$ cat config.mk
export PLATFORM = sky130hd
export DESIGN_NAME = riscv_stream_mmio
export DESIGN_NICKNAME = d
export VERILOG_FILES = /design/src/rtl/riscv_stream_mmio.sv
export SDC_FILE = /design/constraint.sdc
export NUM_CORES = 2
export LEC_CHECK = 0
export ABC_AREA = 1
export ABC_CLOCK_PERIOD_IN_PS = 10300
export CAP_MARGIN = 40
export CORE_MARGIN = 5
export CORE_UTILIZATION = 35
export CTS_BUF_LIST = sky130_fd_sc_hd__clkbuf_16
export DETAILED_ROUTE_END_ITERATION = 10
export GPL_TIMING_DRIVEN = 0
export MAX_ROUTING_LAYER = met4
export SLEW_MARGIN = 20
export SYNTH_ARGS = -nofsm -noshare
export SYNTH_HDL_FRONTEND = slang
export SYNTH_SLANG_ARGS = --single-unit
$ cat constraint.sdc
create_clock -name clk -period 10.3 [get_ports clk]
set_input_delay 2.575 -clock clk [delete_from_list [all_inputs] [get_ports clk]]
set_output_delay 2.575 -clock clk [all_outputs]
set_load 0.05 [all_outputs]
$ cat src/rtl/riscv_stream_mmio.sv
// Memory-mapped stream I/O for the picorv32 native bus: per-channel TX/RX FIFOs plus STATUS.
// Define STREAM_MMIO_BLOCKING_EN to stall full-TX stores and empty-RX loads instead of flagging.
module riscv_stream_mmio #(
  parameter int unsigned NUM_CH     = 4,
  parameter int unsigned DATA_WIDTH = 32,
  parameter int unsigned DEPTH      = 8,
  parameter logic [31:0] BASE_ADDR  = 32'h2000_0000
) (
  input  logic                         clk,
  input  logic                         reset,
  input  logic                         mem_valid,
  input  logic [31:0]                  mem_addr,
  input  logic [31:0]                  mem_wdata,
  input  logic [3:0]                   mem_wstrb,
  output logic                         io_sel,
  output logic                         io_ready,
  output logic [31:0]                  io_rdata,
  input  logic [NUM_CH-1:0]            val_in,
  input  logic [NUM_CH*DATA_WIDTH-1:0] din,
  output logic [NUM_CH-1:0]            ready_upward,
  output logic [NUM_CH-1:0]            val_out,
  output logic [NUM_CH*DATA_WIDTH-1:0] dout,
  input  logic [NUM_CH-1:0]            ready_downward,
  output logic [NUM_CH-1:0]            irq_rx
);

  localparam int unsigned     PtrW    = $clog2(DEPTH);
  localparam int unsigned     CntW    = PtrW + 1;
  localparam int unsigned     ChW     = (NUM_CH > 1) ? $clog2(NUM_CH) : 1;
  localparam logic [31:0]     WinSize = 32'(16 * NUM_CH);
  localparam logic [CntW-1:0] Full    = CntW'(DEPTH);

  typedef enum logic [0:0] {StIdle, StResp} state_e;
  typedef logic [DATA_WIDTH-1:0] word_t;

  state_e         state_q, state_d;
  logic [31:0]    rdata_q, rdata_d;
  logic [ChW-1:0] act_ch_q, act_ch_d;
  word_t          act_wdata_q, act_wdata_d;
  logic           act_tx_push_q, act_tx_push_d;
  logic           act_rx_pop_q, act_rx_pop_d;
  logic           act_set_ovf_q, act_set_ovf_d;
  logic           act_set_udf_q, act_set_udf_d;
  logic           act_clr_ovf_q, act_clr_ovf_d;
  logic           act_clr_udf_q, act_clr_udf_d;

  word_t           tx_mem_q  [NUM_CH][DEPTH];
  word_t           tx_mem_d  [NUM_CH][DEPTH];
  word_t           rx_mem_q  [NUM_CH][DEPTH];
  word_t           rx_mem_d  [NUM_CH][DEPTH];
  logic [PtrW-1:0] tx_wptr_q [NUM_CH];
  logic [PtrW-1:0] tx_wptr_d [NUM_CH];
  logic [PtrW-1:0] tx_rptr_q [NUM_CH];
  logic [PtrW-1:0] tx_rptr_d [NUM_CH];
  logic [PtrW-1:0] rx_wptr_q [NUM_CH];
  logic [PtrW-1:0] rx_wptr_d [NUM_CH];
  logic [PtrW-1:0] rx_rptr_q [NUM_CH];
  logic [PtrW-1:0] rx_rptr_d [NUM_CH];
  logic [CntW-1:0] tx_cnt_q  [NUM_CH];
  logic [CntW-1:0] tx_cnt_d  [NUM_CH];
  logic [CntW-1:0] rx_cnt_q  [NUM_CH];
  logic [CntW-1:0] rx_cnt_d  [NUM_CH];
  logic [NUM_CH-1:0] ovf_q, ovf_d, udf_q, udf_d;

  logic [NUM_CH-1:0] ch_hit, tx_push, tx_pop, rx_push, rx_pop;

  logic [31:0]    req_off;
  logic [ChW-1:0] req_ch;
  logic [1:0]     req_reg;
  logic           req_store;
  logic [31:0]    status_word;
  word_t          rx_head;
  logic           accept;

  // Address decode
  always_comb begin
    req_off   = mem_addr - BASE_ADDR;
    io_sel    = mem_valid && (mem_addr >= BASE_ADDR) && (req_off < WinSize);
    req_ch    = req_off[4 +: ChW];
    req_reg   = req_off[3:2];
    req_store = |mem_wstrb;
  end

  always_comb begin
    status_word        = '0;
    status_word[0]     = (rx_cnt_q[req_ch] != '0);
    status_word[1]     = (tx_cnt_q[req_ch] == Full);
    status_word[2]     = (tx_cnt_q[req_ch] == '0);
    status_word[3]     = ovf_q[req_ch];
    status_word[4]     = udf_q[req_ch];
    status_word[15:8]  = 8'(rx_cnt_q[req_ch]);
    status_word[23:16] = 8'(tx_cnt_q[req_ch]);
    rx_head            = rx_mem_q[req_ch][rx_rptr_q[req_ch]];
  end

  // Access FSM: decide in IDLE, acknowledge and commit the latched action in RESP
  always_comb begin
    state_d       = state_q;
    rdata_d       = '0;
    act_ch_d      = act_ch_q;
    act_wdata_d   = act_wdata_q;
    act_tx_push_d = 1'b0;
    act_rx_pop_d  = 1'b0;
    act_set_ovf_d = 1'b0;
    act_set_udf_d = 1'b0;
    act_clr_ovf_d = 1'b0;
    act_clr_udf_d = 1'b0;
    accept        = 1'b0;
    unique case (state_q)
      StIdle: begin
        if (io_sel) begin
          accept      = 1'b1;
          act_ch_d    = req_ch;
          act_wdata_d = mem_wdata[DATA_WIDTH-1:0];
          unique case (req_reg)
            2'd0: begin
              if (req_store) begin
                if (tx_cnt_q[req_ch] == Full) begin
`ifdef STREAM_MMIO_BLOCKING_EN
                  accept = 1'b0;
`else
                  act_set_ovf_d = 1'b1;
`endif
                end else begin
                  act_tx_push_d = 1'b1;
                end
              end
            end
            2'd1: begin
              if (!req_store) begin
                if (rx_cnt_q[req_ch] == '0) begin
`ifdef STREAM_MMIO_BLOCKING_EN
                  accept = 1'b0;
`else
                  act_set_udf_d = 1'b1;
`endif
                end else begin
                  rdata_d      = 32'(rx_head);
                  act_rx_pop_d = 1'b1;
                end
              end
            end
            2'd2: begin
              if (req_store) begin
                act_clr_ovf_d = mem_wdata[3];
                act_clr_udf_d = mem_wdata[4];
              end else begin
                rdata_d = status_word;
              end
            end
            default: ;
          endcase
          if (accept) begin
            state_d = StResp;
          end else begin
            rdata_d       = '0;
            act_tx_push_d = 1'b0;
            act_rx_pop_d  = 1'b0;
            act_set_ovf_d = 1'b0;
            act_set_udf_d = 1'b0;
            act_clr_ovf_d = 1'b0;
            act_clr_udf_d = 1'b0;
          end
        end
      end
      StResp:  state_d = StIdle;
      default: state_d = StIdle;
    endcase
  end

  assign io_ready = (state_q == StResp);
  assign io_rdata = rdata_q;

  always_comb begin
    for (int c = 0; c < NUM_CH; c++) begin
      val_out[c]      = (tx_cnt_q[c] != '0);
      ready_upward[c] = (rx_cnt_q[c] != Full);
      irq_rx[c]       = (rx_cnt_q[c] != '0);
      dout[c*DATA_WIDTH +: DATA_WIDTH] = val_out[c] ? tx_mem_q[c][tx_rptr_q[c]] : '0;
    end
  end

  always_comb begin
    for (int c = 0; c < NUM_CH; c++) begin
      ch_hit[c]  = (act_ch_q == ChW'(c));
      tx_push[c] = act_tx_push_q && ch_hit[c];
      tx_pop[c]  = val_out[c] && ready_downward[c];
      rx_push[c] = val_in[c] && ready_upward[c];
      rx_pop[c]  = act_rx_pop_q && ch_hit[c];
    end
  end

  // FIFO pointers/counts and sticky flags
  always_comb begin
    tx_mem_d  = tx_mem_q;
    rx_mem_d  = rx_mem_q;
    tx_wptr_d = tx_wptr_q;
    tx_rptr_d = tx_rptr_q;
    rx_wptr_d = rx_wptr_q;
    rx_rptr_d = rx_rptr_q;
    tx_cnt_d  = tx_cnt_q;
    rx_cnt_d  = rx_cnt_q;
    ovf_d     = ovf_q;
    udf_d     = udf_q;
    for (int c = 0; c < NUM_CH; c++) begin
      if (tx_push[c]) begin
        tx_mem_d[c][tx_wptr_q[c]] = act_wdata_q;
        tx_wptr_d[c]              = tx_wptr_q[c] + 1'b1;
      end
      if (tx_pop[c]) tx_rptr_d[c] = tx_rptr_q[c] + 1'b1;
      if (tx_push[c] && !tx_pop[c])      tx_cnt_d[c] = tx_cnt_q[c] + 1'b1;
      else if (!tx_push[c] && tx_pop[c]) tx_cnt_d[c] = tx_cnt_q[c] - 1'b1;

      if (rx_push[c]) begin
        rx_mem_d[c][rx_wptr_q[c]] = din[c*DATA_WIDTH +: DATA_WIDTH];
        rx_wptr_d[c]              = rx_wptr_q[c] + 1'b1;
      end
      if (rx_pop[c]) rx_rptr_d[c] = rx_rptr_q[c] + 1'b1;
      if (rx_push[c] && !rx_pop[c])      rx_cnt_d[c] = rx_cnt_q[c] + 1'b1;
      else if (!rx_push[c] && rx_pop[c]) rx_cnt_d[c] = rx_cnt_q[c] - 1'b1;

      if (act_set_ovf_q && ch_hit[c]) ovf_d[c] = 1'b1;
      if (act_clr_ovf_q && ch_hit[c]) ovf_d[c] = 1'b0;
      if (act_set_udf_q && ch_hit[c]) udf_d[c] = 1'b1;
      if (act_clr_udf_q && ch_hit[c]) udf_d[c] = 1'b0;
    end
  end

  always_ff @(posedge clk) begin
    if (reset) begin
      state_q       <= StIdle;
      rdata_q       <= '0;
      act_ch_q      <= '0;
      act_wdata_q   <= '0;
      act_tx_push_q <= 1'b0;
      act_rx_pop_q  <= 1'b0;
      act_set_ovf_q <= 1'b0;
      act_set_udf_q <= 1'b0;
      act_clr_ovf_q <= 1'b0;
      act_clr_udf_q <= 1'b0;
      for (int c = 0; c < NUM_CH; c++) begin
        tx_wptr_q[c] <= '0;
        tx_rptr_q[c] <= '0;
        rx_wptr_q[c] <= '0;
        rx_rptr_q[c] <= '0;
        tx_cnt_q[c]  <= '0;
        rx_cnt_q[c]  <= '0;
      end
      ovf_q <= '0;
      udf_q <= '0;
    end else begin
      state_q       <= state_d;
      rdata_q       <= rdata_d;
      act_ch_q      <= act_ch_d;
      act_wdata_q   <= act_wdata_d;
      act_tx_push_q <= act_tx_push_d;
      act_rx_pop_q  <= act_rx_pop_d;
      act_set_ovf_q <= act_set_ovf_d;
      act_set_udf_q <= act_set_udf_d;
      act_clr_ovf_q <= act_clr_ovf_d;
      act_clr_udf_q <= act_clr_udf_d;
      tx_wptr_q     <= tx_wptr_d;
      tx_rptr_q     <= tx_rptr_d;
      rx_wptr_q     <= rx_wptr_d;
      rx_rptr_q     <= rx_rptr_d;
      tx_cnt_q      <= tx_cnt_d;
      rx_cnt_q      <= rx_cnt_d;
      ovf_q         <= ovf_d;
      udf_q         <= udf_d;
    end
  end

  // Storage needs no reset; counts gate every visible use
  always_ff @(posedge clk) begin
    tx_mem_q <= tx_mem_d;
    rx_mem_q <= rx_mem_d;
  end

endmodule

# After elaboration in Yosys (flattened, before gate mapping)
# Cells that the tools add are included.
dict set report op_classes {
  n_addsub 33
  order_cmp 25
  n_eq_ne 10
  muxes 85
  bitwise_logic 20
  reduce_logical 109
}
# op n
set ops {}
lappend ops {{bitwise mux 256 bit} 8}
lappend ops {{demux 32 bit (select 3 bit)} 8}
lappend ops {{two-way mux 32 bit} 24}
lappend ops {{binary-select mux 256 bit (select 2 bit)} 1}
lappend ops {{two-way mux 256 bit} 2}
lappend ops {{binary-select mux 32 bit (select 3 bit)} 5}
lappend ops {{two-way mux 4 bit} 20}
lappend ops {{case mux 32 bit (2 select lines)} 1}
lappend ops {{logical AND 1 bit} 58}
lappend ops {{greater-or-equal comparator 4 bit, second input constant} 13}
lappend ops {{NOT 3 -> 4 bit} 13}
lappend ops {{adder 3 x 1 -> 3 bit, second input constant} 16}
lappend ops {{nonzero test 4 bit} 9}
lappend ops {{adder 4 x 1 -> 4 bit, second input constant} 8}
lappend ops {{greater-or-equal comparator 32 x 30 -> 1 bit, second input constant} 1}
lappend ops {{< comparator 32 x 7 -> 1 bit, second input constant} 1}
lappend ops {{< comparator 4 x 1 -> 1 bit, second input constant} 8}
lappend ops {{subtractor 32 x 30 -> 32 bit, second input constant} 1}
lappend ops {{subtractor 4 x 1 -> 4 bit, second input constant} 8}
lappend ops {{two-way mux 20 bit} 1}
lappend ops {{binary-select mux 4 bit (select 2 bit)} 2}
lappend ops {{zero test 1 bit} 16}
lappend ops {{!= test 4 bit, second input constant} 4}
lappend ops {{nonzero test 2 bit} 8}
lappend ops {{other kinds (20)} 46}
dict set report totals {
  regBits 2209
  inputBits 207
  output_inout_bits 174
  wordCells 388
}

# Longest topological paths before layout
dict set report logic_depth {
  ltp_word 12
  mapped_depth 15
  mapped_depth_nobuf 15
}

# Least setup slack after synthesis
# No wires, ideal clock.
dict set report synth_timing {
  path_kind {input -> output}
  startpoint {input mem_addr[29]}
  endpoint {output io_sel}
  t_arrival_ns 3.614
  required_ns 7.725
  setup_slack_ns 4.111
  stages 7
  path_cell_list {inv_1 > ha_1 > inv_1 > nor2_1 > nand4_1 > nor2_1 > and2_1}
}
dict set report synth_between {
  elab_chain_cells 3
  elab_cells_between_ends 5
}
# element line
set synth_rtl {}
lappend synth_rtl {{start, declared} 12} ;# input logic [31:0] mem_addr,
lappend synth_rtl {{subtractor 32 x 30 -> 32 bit / greater-or-equal comparator 32 x 30 -> 1 bit (equally long branches)} {77, 78}}
lappend synth_rtl {{< comparator 32 x 7 -> 1 bit / logical AND 1 bit (equally long branches)} 78} ;# io_sel = mem_valid && (mem_addr >= BASE_ADDR) && (req_off < WinSize);
lappend synth_rtl {{logical AND 1 bit (*)} 78}
lappend synth_rtl {{end, declared} 15} ;# output logic io_sel,
# Every way passes the cells marked *; elsewhere a longest branch is shown, timed or not.

# Worst setup path in the final report
# Ends and elaborated chain as after synthesis.

==> impl_metrics.toml <==
[job]
cap_viol_max_count = 0

[synth]
yosys-top-cells-area = "edfxtp_1 (70%), nor2_1 (6.0%), o21ai_0 (5.5%)"
synthFlopType = "edfxtp_1"
synth-async-reset-ratio = 0
syn_nets = 7483
netlist_top_cells_count = "edfxtp_1 (2,048), nor2_1 (1,391), o21ai_0 (966)"
yosysMostFrequentCell = "edfxtp_1"
synth_area_mm2 = 0.0877
synth-edff-count = 2048
synth_cell_types = 40
yosysWarnings = 0
syn_avg_cell_area_um2 = 12.1
netlist.top_cell.by_area = "edfxtp_1"
ys_seq_area_frac = 0.738
synth_seq_cells = 2209
netlist_instances = 7224
yosys.area.top_type_share = 0.701

[floorplanning]
rows = 183
die_area_mm2 = 0.261
die-width_um = 511
io_pins = 381
core_mm2 = 0.249
initial_core_util = 0.352
die_height_um = 511

[sta]
slew_headroom = 0.345
period_needed_ps = 7290
hold_viol_final = 0
rsz0062_at_grt = "no"
finalCritPeriodShare = 0.708
max_freq_ghz = 0.137
worst_clock_skew_ps = 35.3
tightestPinTransition_ps = 982
finalSetupViolCount = 0
slew_viol_final = 0
fin_tns_setup_ps = 0
worst_slack_ps = 3010

[status]
status = "finished clean"

[global_routing]
antenna_found_initial = 15
grt_first_pass_wirelength_um = 430000
first_global_vias = 60737
gr-total-overflow = 0
grt_usage = 0.236
grt_max_degree = 34

[detailed_routing]
wirelength_um = 309000
drcViolationCount = 0
drtAntennaViolNets = 0
firstDrtPassIters = 6
via_per_inst = 5.46
drt-initial-drc-count = 8230
wl_per_cell_um = 26.8
vias = 62886

[clock_network]
post_cts_buffers = 0
clock_path_buffers = 3
cts_tree = "built"
cts_made_buffers = 224
cts-root-buf = "clkbuf_16"
clk_latency_ps = 880
htree_levels = 4
cts.repair.resized = 0
cts_sinks = 2209
clkTransAtPathRegs_ps = 60
ctsHoldBuffers = 0

[final_layout]
fin_area_mm2 = 0.106
nets = 8235
layout-drive-gt1-share = 0.0891
regArea_mm2 = 0.0648
utilization = 0.427
fillers = 22867
multi_input_comb_area_mm2 = 0.0208
syn2layout_area_growth_pct = 21.3

[critical_path]
slowest_delay_ps = 810
cp_top_family = "buffers and inverters"
critPathLaunchType = "primary input"
cp_num_buf_inv = 4
path_cells = "clkdlybuf4s50_1 > inv_1 > ha_1 > inv_1 > nor2_1 > nand4_1 > nor2_1 > and2_1 > clkdlybuf4s50_1"
worstPathArrival_ps = 4720
critPathKind = "in -> out"
cp_slowest_cell = "clkdlybuf4s50_1"
crit_fanout = 2
end_kind = "output pin"
cp.required_ps = 7730

[pwr]
irDropWorstVdd_mv = 0.220
total_power_mw = 25.3
p_leak_nw = 33.9
powerDensity_mw_per_mm2 = 238

[placement]
gp_congestion = 0.933
port_buffers = 378
placed_cell_area_mm2 = 0.0992
post-place-ws_ps = 2990
dp_hpwl_um = 218000

[hold_path]
hp-class = "reg -> reg"
-- power by group --
group          switching, mW  internal (mW)
registers             0.0914           9.92
logic                   5.48           1.96
clock network           3.50           4.38
total                   9.07           16.3
-- path summary, 6_finish.rpt --
path                      from            to  slack (ps)  cells after the start
hold / removal    rx_rptr_q[8]  rx_rptr_q[8]         450                      1
hold reg to reg   rx_rptr_q[8]  rx_rptr_q[8]         450                      1
setup / recovery  mem_addr[29]        io_sel        3010                      9
setup reg to reg   tx_cnt_q[9]  tx_cnt_q[11]        6810                     14
-- placed cells by master, fill, tap and decap left out, types with 129 or more instances in the layout --
| master | instances |
|---|---|
| o21ai_0 | 966 |
| nand2_1 | 892 |
| edfxtp_1 | 2048 |
| nor2_1 | 1329 |
| o22ai_1 | 204 |
| clkdlybuf4s50_1 | 378 |
| clkbuf_16 | 230 |
| inv_1 | 201 |
| clkbuf_1 | 274 |
| dfxtp_1 | 129 |
| nand3_1 | 472 |
-- cell type report --
type / count / share of cell area
Multi-Input combinational cell: 4413 / 0.196
Clock inverter: 192 / 0.0123
Clock buffer: 230 / 0.0541
Inverter: 146 / 0.00515
Timing Repair Buffer: 526 / 0.0652
Tap cell: 3330 / 0.0392
Sequential cell: 2209 / 0.609
Buffer: 456 / 0.0196
Antenna cell: 12 / 0.000282
-- stage by stage --
stage / hold slack (ps) / std cells
floorplan: 422 / 7224
global placement: 442 / 10932
detailed placement: 444 / 11074
CTS: 452 / 11496
global route: 482 / 11508
finish: 455 / 11514
-- state kept, by name, summed over array words and instances (netlist names), 12 cells and up --
name	flops
rx_wptr_q	12
io_rdata	32
act_wdata_q	32
tx_cnt_q	16
rx_mem_q	1024
rx_rptr_q	12
tx_rptr_q	12
rx_cnt_q	16
tx_mem_q	1024
tx_wptr_q	12
-- worst reg2reg max path, delay by kind of cell (launching register included) --
family                   cells  cell delay (ps)
AND/OR/NAND/NOR              8             1910
adder cells (fa/ha/maj)      2              620
flip-flops                   1              370
AO/OA/AOI/OAI                3              370
buffers and inverters        1              110
-- kinds of logic (layout without fill, tap and decap cells) --
family / after synthesis / after routing / synth area share
DFF: 2209 / 2209 / 0.738
adders and majority gates: 52 / 52 / 0.00810
and+or+nand+nor: 2783 / 2783 / 0.127
AOI/OAI and AO/OA: 1566 / 1566 / 0.0956
xor gates and xnor gates: 12 / 12 / 0.00120
other: 0 / 12 / 0
buffers and inverters: 602 / 1550 / 0.0300
-- layer usage --
layer,share of wire,wire length [um],global-route usage
met5,0,0,-
met4,0.054,16600,0.114
met3,0.10,31300,0.0474
met2,0.46,143000,0.370
met1,0.38,117000,0.294
(Power assumes the default switching activity.)
